File: src/rtl/fwd_hazard_unit.sv
// Forwarding and hazard unit: shadows dest/write-back info for stages S1(EXE)..S_NSTG(WB),
// drives per-operand forward selects for EXE, raises stall on unresolvable RAW hazards.
module fwd_hazard_unit #(
  parameter int NSTG     = 3,
  parameter int NSRC     = 2,
  parameter int RW       = 4,
  parameter int LOAD_RDY = 3,
  parameter int RF_BYP   = 1,
  parameter int CNT_W    = 16,
  localparam int SELW    = $clog2(NSTG)
) (
  input  logic                 i_clk,
  input  logic                 i_rst,
  input  logic                 i_fwd_en,
  input  logic                 i_flush,
  input  logic                 i_id_valid,
  input  logic [NSRC*RW-1:0]   i_id_src,
  input  logic [NSRC-1:0]      i_id_src_used,
  input  logic [RW-1:0]        i_id_dest,
  input  logic                 i_id_wb_en,
  input  logic                 i_id_is_load,
  output logic                 o_stall,
  output logic [NSRC*SELW-1:0] o_ex_sel,
  output logic [CNT_W-1:0]     o_stall_cnt
);

  logic              r_vld [1:NSTG];
  logic [RW-1:0]     r_dst [1:NSTG];
  logic              r_wb  [1:NSTG];
  logic              r_ld  [1:NSTG];
  logic [NSRC*RW-1:0] r_s1_src;
  logic [NSRC-1:0]   r_s1_used;
  logic [CNT_W-1:0]  r_cnt;

  logic                 w_stall;
  logic [NSRC*SELW-1:0] w_sel;

  always_ff @(posedge i_clk) begin
    if (i_rst) begin
      for (int j = 1; j <= NSTG; j++) begin
        r_vld[j] <= 1'b0;
        r_dst[j] <= '0;
        r_wb[j]  <= 1'b0;
        r_ld[j]  <= 1'b0;
      end
      r_s1_src  <= '0;
      r_s1_used <= '0;
      r_cnt     <= '0;
    end else begin
      for (int j = 2; j <= NSTG; j++) begin
        r_vld[j] <= r_vld[j-1];
        r_dst[j] <= r_dst[j-1];
        r_wb[j]  <= r_wb[j-1];
        r_ld[j]  <= r_ld[j-1];
      end
      // Payload is loaded unconditionally; only the valid bit encodes a bubble.
      r_vld[1]  <= i_id_valid & ~w_stall & ~i_flush;
      r_dst[1]  <= i_id_dest;
      r_wb[1]   <= i_id_wb_en;
      r_ld[1]   <= i_id_is_load;
      r_s1_src  <= i_id_src;
      r_s1_used <= i_id_src_used;
      if (w_stall && (r_cnt != {CNT_W{1'b1}}))
        r_cnt <= r_cnt + 1'b1;
    end
  end

  // Descending scan: the last hit written is the youngest producer.
  always_comb begin
    w_sel = '0;
    if (i_fwd_en && r_vld[1]) begin
      for (int i = 0; i < NSRC; i++) begin
        if (r_s1_used[i]) begin
          for (int j = NSTG; j >= 2; j--) begin
            if (r_vld[j] && r_wb[j] && (r_dst[j] == r_s1_src[i*RW +: RW]))
              w_sel[i*SELW +: SELW] = SELW'(j - 1);
          end
        end
      end
    end
  end

  always_comb begin
    logic w_op_hz;
    logic w_hz_any;
    w_hz_any = 1'b0;
    for (int i = 0; i < NSRC; i++) begin
      w_op_hz = 1'b0;
      if (i_id_src_used[i]) begin
        for (int j = NSTG; j >= 1; j--) begin
          if (r_vld[j] && r_wb[j] && (r_dst[j] == i_id_src[i*RW +: RW])) begin
            if (i_fwd_en)
              w_op_hz = r_ld[j] && ((j + 1) < LOAD_RDY);
            else
              w_op_hz = (j < NSTG) || (RF_BYP == 0);
          end
        end
      end
      w_hz_any = w_hz_any | w_op_hz;
    end
    w_stall = i_id_valid & ~i_flush & w_hz_any;
  end

  assign o_stall     = w_stall;
  assign o_ex_sel    = w_sel;
  assign o_stall_cnt = r_cnt;

endmodule

File: config.mk
export PLATFORM = sky130hd
export DESIGN_NAME = fwd_hazard_unit
export DESIGN_NICKNAME = d
export VERILOG_FILES = /design/src/rtl/fwd_hazard_unit.sv
export SDC_FILE = /design/constraint.sdc
export NUM_CORES = 1
export LEC_CHECK = 0
export ABC_AREA = 1
export CORE_MARGIN = 2
export CORE_UTILIZATION = 25
export CTS_CLUSTER_SIZE = 14
export DETAILED_ROUTE_END_ITERATION = 10
export GPL_ROUTABILITY_DRIVEN = 0
export SYNTH_ARGS = -nofsm -noshare
export SYNTH_HDL_FRONTEND = slang
export SYNTH_SLANG_ARGS = --single-unit
File: constraint.sdc
create_clock -name i_clk -period 3.8 [get_ports i_clk]
set_input_delay 0.38 -clock i_clk [delete_from_list [all_inputs] [get_ports i_clk]]
set_output_delay 0.38 -clock i_clk [all_outputs]
set_load 0.02 [all_outputs]
==> results of run 1 <==
## cells by family (layout without fill, tap and decap cells)
logic type / after synthesis / in the layout
AO/OA/AOI/OAI: 18 / 18
XOR/XNOR: 23 / 23
adder cells (fa/ha/maj): 1 / 1
buffers and inverters: 61 / 103
flip-flops: 45 / 45
AND/OR/NAND/NOR: 192 / 192
## metrics by stage
step / std cells / worst slack, ps / power (mW) / cell area, um^2
final: 511 / 1200 / 0.949 / 3020
after global routing: 511 / 1080 / 0.999 / 3020
after CTS: 511 / 1180 / 0.964 / 3020
after detailed placement: 503 / 1190 / 0.594 / 2910
after global placement: 503 / 1180 / 0.594 / 2910
after floorplan: 340 / 1940 / 0.555 / 2370
## final cells by class
type	count	area [um^2]	share of cell area (%)
inverter	51	191	6.34
clock inverter	3	46.3	1.53
clock buffer	5	68.8	2.28
sequential	45	901	29.8
timing repair buffer	44	433	14.3
multi-input combinational	234	1220	40.4
tap	129	161	5.34
## state kept, by name, indices dropped and copies added (netlist names)
register     count
r_dst           12
r_vld            3
r_ld             1
o_stall_cnt     16
r_wb             3
r_s1_used        2
r_s1_src         8
## worst max-delay path, delay by kind of cell
kind	cells	cell delay, ps
AND/OR/NAND/NOR	8	560
buffers and inverters	4	1300
## power breakdown
group	switching, mW	internal [mW]	total [mW]
clock network	0.170	0.197	0.367
logic	0.0454	0.0410	0.0865
registers	0.0105	0.485	0.495
total	0.226	0.723	0.949
## cells in the mapped netlist, drive strengths merged
master | number | area [um^2]
o21ai | 1 | 5.00
nand2 | 85 | 352
nor4 | 4 | 25.0
buf | 3 | 32.5
xor2 | 13 | 114
o22ai | 1 | 6.26
inv | 51 | 191
nand4 | 19 | 119
clkbuf | 7 | 27.5
or2 | 2 | 12.5
a211oi | 2 | 15.0
nor3 | 6 | 41.3
nand3 | 14 | 82.6
dfxtp | 45 | 901
a21oi | 14 | 100
nor3b | 2 | 15.0
xnor2 | 10 | 87.6
ha | 1 | 12.5
nor2 | 60 | 233
## how the worst max path moves through the flow
stage / slack, ps / cells after the start / endpoint
finish: 1200 / 12 / o_stall
global route: 1080 / 12 / o_stall
CTS: 1180 / 12 / o_stall
detailed placement: 1190 / 12 / o_stall
global placement: 1180 / 12 / o_stall
floorplan: 1940 / 5 / o_ex_sel[3]
## routing by layer
metal	up-vias	track usage, %	wire, um
li1	1140	-	-
met4	0	2.81	63
met3	7	2.42	168
met2	30	19.1	2570
met5	-	0	0
met1	922	15.1	2660
==> results.tsv, run 1 <==
stage	metric	value	unit
global_routing	antenna violations before repair	0	
logic_synthesis	Synth Area in Compound Gates	5.33	%
critical_path	CP required	3420	ps
detailed_routing	post-DR wirelength/cell	10.7	um
clock_tree	CTS tree	yes	
cells_and_area	layout cells sized above 1	9.42	%
critical_path	worst r2r path cells	10	
detailed_routing	1st-pass router iterations	4	
floorplan	Die Height	101	um
clock_tree	CTS root buf	clkbuf_8	
sta	Max Clock Skew	6.87	ps
clock_tree	H-tree Lvls	2	
sta	Hold WS	421	ps
detailed_routing	Vias	2099	
sta	Slew Limit Fails	0	
critical_path	Critical Path Fanout Max	4	
logic_synthesis	Netlist cell types	29	
logic_synthesis	post-synthesis mux area share	0	%
pwr	Power Density	314	nW/um^2
critical_path	Critical path origin	i_id_src[4]	
job	Max-Cap Viols	0	
logic_synthesis	largest family of logic cells by synthesized area	simple AND/OR/NAND/NOR gates	
floorplan	full die area	10300	um^2
clock_tree	cts bufs inserted	5	
logic_synthesis	sequential share of the synthesized area	38.0	%
logic_synthesis	Adder-Cell Fraction of Synth Area	0.527	%
global_routing	first-pass GRT wire length	9.48	mm
sta	Peak Freq	384	MHz
sta	worst slew pin tran	665	ps
clock_tree	clock buffer depth	2	
cells_and_area	final core utilization	32.7	%
sta	RSZ-0062 raised after global routing	false	
critical_path	nature of the critical path endpoint	primary output	
logic_synthesis	cell count after synthesis	340	
logic_synthesis	flop and latch count out of synthesis	45	
global_routing	total track usage	11.4	%
global_routing	pin count of the biggest net entering global routing	33	
logic_synthesis	Post-Synth XOR/XNOR Area	8.49	%
cells_and_area	most common cell after layout, fill and taps aside	nand2_1	
clock_tree	Worst-Skew Late Latency	300	ps
sta	setup violators final	0	
floorplan	Top Ports	42	
detailed_routing	antenna-violating nets left	0	
clock_tree	Reg clk slew, reported paths	80	ps
cells_and_area	most frequent cells in the layout	74 x nand2_1, 59 x nor2_1, 50 x inv_1	
global_routing	vias in the first global route	2021	
logic_synthesis	synthesized net count	362	
placement	HPWL after DPL	4.15	mm
min_path	HP Class	register to register	
floorplan	row count	35	
floorplan	initial core utilization	25.7	%
global_routing	grt total ovfl	0	
pwr	LEAKAGE	1.26	nW
clock_tree	post-CTS sizing	0	
critical_path	crit path launch type	primary input	
critical_path	r2r setup slk	1870	ps
cells_and_area	P&R area growth vs syn	27.4	%
sta	crit path time final	2600	ps
critical_path	Worst path slowest cell	clkdlybuf4s50_1	
min_path	Hold Crit Endpoint	r_wb[0][3]	
floorplan	Core Area	9240	um^2
critical_path	crit path cell chain	clkdlybuf4s50_1, inv_1, nand2_1, nand2_1, nor2_1, nand3_1, nand2_1, nand2_1, nand2_2, nand2_1, inv_1, clkdlybuf4s50_1	
detailed_routing	initial drt markers	92	
detailed_routing	vias per cell	4.11	
logic_synthesis	synthesized area per cell	6.98	um^2
sta	total negative slack	0	ps
logic_synthesis	Simple-Gate Fraction of Synth Area	37.1	%
cells_and_area	# diodes	0	
pwr	VDD IR max	0.000145	V
critical_path	crit path DAT	2220	ps
logic_synthesis	post-synthesis cell area	2370	um^2
detailed_routing	detailed-route wire length	5.47	mm
clock_tree	Hold Buf Count CTS	0	
placement	Buffers on Ports	41	
sta	Slew headroom	55.5	%
sta	fin crit share	68.5	%
min_path	Worst Hold Launch	r_wb[0][2]	
critical_path	worst setup path class	primary input to primary output	
critical_path	Worst R2R Start	o_stall_cnt[0]	
cells_and_area	nets	403	
status	status	finished clean	
critical_path	Worst path most repeated cell	nand2_1	
clock_tree	clock sinks	45	
clock_tree	postcts setup bufs	0	
critical_path	CP peak stage delay	600	ps
min_path	hold depth	2	
detailed_routing	# DRC	0	
cells_and_area	Fillers	1009	
logic_synthesis	Yosys Warn Count	0	
floorplan	Die X	101	um
sta	Final Hold Fails	0	
critical_path	FF-to-FF End	o_stall_cnt[0]	
No activity file was read; power rests on OpenSTA's default activity.
==> run 2, diff against run 1 <==
==> constraint.sdc (replaced) <==
create_clock -name i_clk -period 2.2 [get_ports i_clk]
set_input_delay 0.22 -clock i_clk [delete_from_list [all_inputs] [get_ports i_clk]]
set_output_delay 0.22 -clock i_clk [all_outputs]
set_load 0.02 [all_outputs]
==> results.tsv, run 2 (synthesis gave the netlist of run 1 again) <==
stage	metric	value	unit	change
clock_tree	Worst-Skew Late Latency	300	ps	about the same
critical_path	Critical path origin	i_id_src[4]		unchanged
clock_tree	clock buffer depth	2		unchanged
floorplan	full die area	10300	um^2	unchanged
status	status	finished clean		unchanged
sta	Final Hold Fails	0		unchanged
critical_path	crit path launch type	primary input		unchanged
clock_tree	postcts setup bufs	0		unchanged
clock_tree	Reg clk slew, reported paths	80	ps	about the same
sta	Max Clock Skew	8.71	ps	was 6.87 ps
placement	Buffers on Ports	41		unchanged
detailed_routing	antenna-violating nets left	0		unchanged
detailed_routing	Vias	2214		was 2099
floorplan	row count	35		unchanged
cells_and_area	most frequent cells in the layout	74 x nand2_1, 59 x nor2_1, 50 x inv_1		unchanged
floorplan	initial core utilization	25.7	%	unchanged
clock_tree	cts bufs inserted	5		unchanged
cells_and_area	Multi-input gate area	1230	um^2	was 1220 um^2
detailed_routing	vias per cell	4.25		was 4.11
detailed_routing	# DRC	0		unchanged
cells_and_area	Largest register FFs	16		unchanged
critical_path	worst setup path class	primary input to primary output		unchanged
job	Max-Cap Viols	0		unchanged
cells_and_area	Design Area, Final	3130	um^2	was 3020 um^2
floorplan	Core Area	9240	um^2	unchanged
global_routing	vias in the first global route	2203		was 2021
critical_path	crit path DAT	1820	ps	was 2220 ps
detailed_routing	detailed-route wire length	5.57	mm	was 5.47 mm
critical_path	Worst path most repeated cell	nand2_1		unchanged
clock_tree	CTS root buf	clkbuf_8		unchanged
global_routing	antenna violations before repair	0		unchanged
placement	HPWL after DPL	4.20	mm	was 4.15 mm
critical_path	crit path cell chain	clkdlybuf4s50_1, inv_1, nand2_1, nand2_1, nor2_1, nand3_1, nand2_1, nand2_1, nand2_2, nand2_1, inv_1, clkdlybuf4s15_1		was clkdlybuf4s50_1, inv_1, nand2_1, nand2_1, nor2_1, nand3_1, nand2_1, nand2_1, nand2_2, nand2_1, inv_1, clkdlybuf4s50_1
clock_tree	H-tree Lvls	2		unchanged
global_routing	grt total ovfl	0		unchanged
critical_path	Worst path slowest cell	clkdlybuf4s50_1		unchanged
detailed_routing	1st-pass router iterations	4		unchanged
sta	worst slew pin tran	436	ps	was 665 ps
pwr	Pwr Total	1.76	mW	was 0.949 mW
clock_tree	clock sinks	45		unchanged
pwr	VDD IR max	0.000210	V	was 0.000145 V
cells_and_area	# diodes	0		unchanged
clock_tree	CTS tree	yes		unchanged
critical_path	Worst R2R Start	o_stall_cnt[1]		was o_stall_cnt[0]
detailed_routing	initial drt markers	62		was 92
cells_and_area	P&R area growth vs syn	32.1	%	was 27.4%
critical_path	CP peak stage delay	560	ps	was 600 ps
critical_path	FF-to-FF End	o_stall_cnt[0]		unchanged
sta	setup violators final	0		unchanged
sta	RSZ-0062 raised after global routing	false		unchanged
sta	Peak Freq	490	MHz	
pwr	LEAKAGE	1.37	nW	was 1.26 nW
clock_tree	Hold Buf Count CTS	0		unchanged
global_routing	first-pass GRT wire length	9.67	mm	was 9.48 mm
clock_tree	post-CTS sizing	5		was 0
sta	fin crit share	92.7	%	
cells_and_area	Fillers	1008		was 1009
critical_path	WP buf/inv	4		unchanged
critical_path	Worst Setup EP	o_stall		unchanged
cells_and_area	most common cell after layout, fill and taps aside	nand2_1		unchanged
global_routing	total track usage	11.6	%	was 11.4%
cells_and_area	register area	902	um^2	was 901 um^2
min_path	HP Class	register to register		unchanged
placement	Cell Area, Placed	2980	um^2	was 2910 um^2
critical_path	Critical Path Fanout Max	4		unchanged
critical_path	worst r2r path cells	10		unchanged
detailed_routing	post-DR wirelength/cell	10.7	um	about the same
sta	Slew Limit Fails	0		unchanged
critical_path	r2r setup slk	250	ps	was 1870 ps
floorplan	Die Height	101	um	unchanged
critical_path	CP Depth	12		unchanged
sta	Slew headroom	70.7	%	was 55.5%
floorplan	Die X	101	um	unchanged
pwr	Power Density	561	nW/um^2	was 314 nW/um^2
sta	total negative slack	0	ps	unchanged
global_routing	pin count of the biggest net entering global routing	29		was 33
floorplan	Top Ports	42		unchanged
critical_path	CP required	1980	ps	was 3420 ps
critical_path	nature of the critical path endpoint	primary output		unchanged
sta	crit path time final	2040	ps	
cells_and_area	final core utilization	33.9	%	was 32.7%
cells_and_area	layout cells sized above 1	12.5	%	was 9.42%
cells_and_area	nets	413		was 403
critical_path	delay-heaviest family, CP	buffers and inverters		unchanged
run 2: worst min-delay path by stage:
stage | slack (ps) | depth (start not counted) | start | to
after floorplan | 300 | 1 | i_flush | r_vld[0][1]
after global placement | 410 | 2 | r_vld[0][2] | r_vld[0][3]
after detailed placement | 420 | 2 | r_vld[0][2] | r_vld[0][3]
after CTS | 430 | 3 | i_id_dest[1] | r_dst[0][5]
after global routing | 450 | 3 | i_id_dest[0] | r_dst[0][4]
final | 420 | 2 | r_vld[0][2] | r_vld[0][3]
run 2: power breakdown:
part | switching, mW | internal, mW
combinational | 0.0850 | 0.0818
sequential | 0.0174 | 0.837
clock | 0.283 | 0.451
run 2: final cells by class:
cell class / instances / share of cell area (%)
multi-input combinational: 234 / 39.3
clock buffer: 5 / 2.20
tap: 129 / 5.15
sequential: 45 / 28.8
timing repair buffer: 54 / 16.3
inverter: 51 / 6.11
clock inverter: 3 / 2.08
run 2: per-layer routing:
layer  track usage (%)  wire (um)
met5                 0          0
met4              4.37         89
met3              1.93        227
met2              19.9       2610
met1              14.5       2640
run 2: worst min-delay path: stages, from the launching register on:
cell and delay [ps]:
dfxtp_1 320, inv_1 50, nor2_1 30
run 2: through the flow:
stage,hold WS (ps),setup WS [ps],cells
final,424,160,521
after floorplan,299,393,340
after detailed placement,416,-141,513
after global placement,409,-138,513
after global routing,451,7.82,521
after CTS,426,19.2,521
==> run 3, diff against run 2 <==
--- a/config.mk
+++ b/config.mk
@@ -6,11 +6,14 @@
 export NUM_CORES = 1
 export LEC_CHECK = 0
 export ABC_AREA = 1
+export CELL_PAD_IN_SITES_DETAIL_PLACEMENT = 0
+export CELL_PAD_IN_SITES_GLOBAL_PLACEMENT = 2
 export CORE_MARGIN = 2
 export CORE_UTILIZATION = 25
 export CTS_CLUSTER_SIZE = 14
 export DETAILED_ROUTE_END_ITERATION = 10
 export GPL_ROUTABILITY_DRIVEN = 0
+export PLACE_DENSITY_LB_ADDON = 0.1
 export SYNTH_ARGS = -nofsm -noshare
 export SYNTH_HDL_FRONTEND = slang
 export SYNTH_SLANG_ARGS = --single-unit
==> constraint.sdc (replaced) <==
create_clock -name i_clk -period 2.2 [get_ports i_clk]
set_input_delay 0.33 -clock i_clk [delete_from_list [all_inputs] [get_ports i_clk]]
set_output_delay 0.33 -clock i_clk [all_outputs]
set_load 0.02 [all_outputs]
==> results.tsv, run 3 (synthesis gave the netlist of run 1 again) <==
stage	metric	value	unit	change
detailed_routing	vias per cell	4.03		was 4.25
critical_path	Worst path most repeated cell	nand2_1		unchanged
min_path	Worst Hold Launch	i_rst		was r_vld[0][2]
detailed_routing	antenna-violating nets left	0		unchanged
global_routing	grt total ovfl	0		unchanged
clock_tree	clock buffer depth	2		unchanged
min_path	HP Class	primary input to register		was register to register
placement	Buffers on Ports	41		unchanged
sta	RSZ-0062 raised after global routing	false		unchanged
cells_and_area	Fillers	1041		was 1008
status	status	finished clean		unchanged
placement	dpl cells	522		was 513
clock_tree	Worst-Skew Late Latency	290	ps	was 300 ps
cells_and_area	Largest register FFs	16		unchanged
sta	Peak Freq	489	MHz	was 490 MHz
global_routing	vias in the first global route	2131		was 2203
critical_path	CP required	1870	ps	was 1980 ps
clock_tree	CTS tree	yes		unchanged
global_routing	pin count of the biggest net entering global routing	38		was 29
critical_path	Worst path slowest cell	clkdlybuf4s50_1		unchanged
sta	Max Clock Skew	6.68	ps	was 8.71 ps
critical_path	Worst R2R Start	o_stall_cnt[0]		was o_stall_cnt[1]
floorplan	Die X	101	um	unchanged
global_routing	antenna violations before repair	0		unchanged
clock_tree	H-tree Lvls	2		unchanged
detailed_routing	Vias	2134		was 2214
sta	setup violators final	0		unchanged
detailed_routing	detailed-route wire length	6.18	mm	was 5.57 mm
pwr	Power Density	517	nW/um^2	was 561 nW/um^2
sta	crit path time final	2050	ps	was 2040 ps
floorplan	Core Area	9240	um^2	unchanged
cells_and_area	register area	902	um^2	unchanged
cells_and_area	nets	422		was 413
pwr	VDD IR max	0.000221	V	was 0.000210 V
sta	Hold WS	303	ps	was 424 ps
critical_path	delay-heaviest family, CP	buffers and inverters		unchanged
sta	fin crit share	93.0	%	was 92.7%
cells_and_area	final cell count without fillers	529		was 521
sta	Slew Limit Fails	0		unchanged
floorplan	Top Ports	42		unchanged
cells_and_area	most frequent cells in the layout	74 x nand2_1, 58 x nor2_1, 49 x inv_1		was 74 x nand2_1, 59 x nor2_1, 50 x inv_1
critical_path	worst r2r path cells	10		unchanged
placement	HPWL after DPL	4.79	mm	was 4.20 mm
floorplan	Die Height	101	um	unchanged
critical_path	crit path DAT	1720	ps	was 1820 ps
clock_tree	cts bufs inserted	5		unchanged
floorplan	row count	35		unchanged
min_path	hold depth	2		unchanged
critical_path	Critical Path Fanout Max	3		was 4
cells_and_area	P&R area growth vs syn	33.5	%	was 32.1%
floorplan	full die area	10300	um^2	unchanged
clock_tree	CTS root buf	clkbuf_8		unchanged
job	Max-Cap Viols	0		unchanged
cells_and_area	layout cells sized above 1	15.3	%	was 12.5%
min_path	Hold Crit Endpoint	r_dst[0][11]		was r_vld[0][3]
clock_tree	Reg clk slew, reported paths	80	ps	about the same
cells_and_area	# diodes	0		unchanged
pwr	LEAKAGE	1.40	nW	was 1.37 nW
detailed_routing	post-DR wirelength/cell	11.7	um	was 10.7 um
critical_path	CP peak stage delay	500	ps	was 560 ps
cells_and_area	Multi-input gate area	1230	um^2	about the same
global_routing	total track usage	13.2	%	was 11.6%
detailed_routing	# DRC	0		unchanged
cells_and_area	most common cell after layout, fill and taps aside	nand2_1		unchanged
critical_path	nature of the critical path endpoint	primary output		unchanged
critical_path	FF-to-FF End	o_stall_cnt[14]		was o_stall_cnt[0]
critical_path	r2r setup slk	370	ps	was 250 ps
critical_path	worst setup path class	primary input to primary output		unchanged
clock_tree	clock sinks	45		unchanged
sta	worst slew pin tran	469	ps	was 436 ps
sta	Slew headroom	68.8	%	was 70.7%
critical_path	crit path launch type	primary input		unchanged
detailed_routing	initial drt markers	53		was 62
global_routing	first-pass GRT wire length	10.6	mm	was 9.67 mm
sta	Final Hold Fails	0		unchanged
floorplan	initial core utilization	25.7	%	unchanged
critical_path	crit path cell chain	clkdlybuf4s50_1, inv_1, nand2_1, nand2_1, nor2_1, nand3_1, nand2_1, nand2_1, nand2_2, nand2_1, inv_1, buf_2		was clkdlybuf4s50_1, inv_1, nand2_1, nand2_1, nor2_1, nand3_1, nand2_1, nand2_1, nand2_2, nand2_1, inv_1, clkdlybuf4s15_1
critical_path	WP buf/inv	4		unchanged
detailed_routing	1st-pass router iterations	4		unchanged
## run 3: cell types whose count changed in the layout (fill, tap and decap cells not counted), sizes merged
cell	previous run	this run
buf	13	24
clkdlybuf4s50	36	33
dlygate4sd2	1	5
bufinv	2	1
clkdlybuf4s15	2	0
dlymetal6s2s	2	1
## run 3: final cells by class
cell class              instances  area share, %
clock buffers                   5           2.17
multi-input cells             234           39.0
inverters                      51           6.05
well taps                     129           5.10
repair buffers                 63           18.1
flip-flops and latches         45           28.5
clock inverters                 2           1.11
## run 3: worst max-delay path by stage
stage                    from             end  slack [ps]  cells past startpoint
2_1_floorplan  o_stall_cnt[1]  o_stall_cnt[7]         390                     10
3_3_place_gp      i_id_src[4]         o_stall        -350                     12
3_5_place_dp      i_id_src[4]         o_stall        -360                     12
4_1_cts           i_id_src[5]         o_stall           4                     12
5_1_grt           i_id_src[1]         o_stall           2                     12
6_report          i_id_src[5]         o_stall         150                     12
## run 3: metrics by stage
stage | TNS (ps) | utilization, % | setup WS, ps | power, mW | area (um^2)
finish | 0 | 34.3 | 154 | 1.64 | 3170
detailed placement | -1510 | 33.1 | -361 | 1.05 | 3060
global placement | -1560 | 33.1 | -354 | 1.05 | 3060
global route | 0 | 34.3 | 2.48 | 1.72 | 3170
floorplan | 0 | - | 393 | 0.958 | 2370
CTS | 0 | 34.2 | 3.68 | 1.67 | 3160
## run 3: power by group
| group | switching [mW] | total, mW | leakage [nW] | internal, mW |
|---|---|---|---|---|
| Sequential | 0.0177 | 0.855 | 0.369 | 0.837 |
| Clock | 0.280 | 0.610 | 0.0540 | 0.331 |
| Combinational | 0.0876 | 0.170 | 0.975 | 0.0826 |
| Total | 0.385 | 1.64 | 1.40 | 1.25 |
## run 3: per-layer routing
layer  GRT usage [%]  vias up  routed length [um]
met5               0        -                   0
met4            3.12        0                  53
met3            2.83        4                 216
met2            19.0       31                2520
met1            19.9      923                3390
li1                -     1176                   -
## run 3: timing repair
item | CTS | global route
endpoints found under the setup margin | 5 | 3
hold buffers | 0 | 0
resized for setup | 10 | 5
setup buffers | 0 | 0
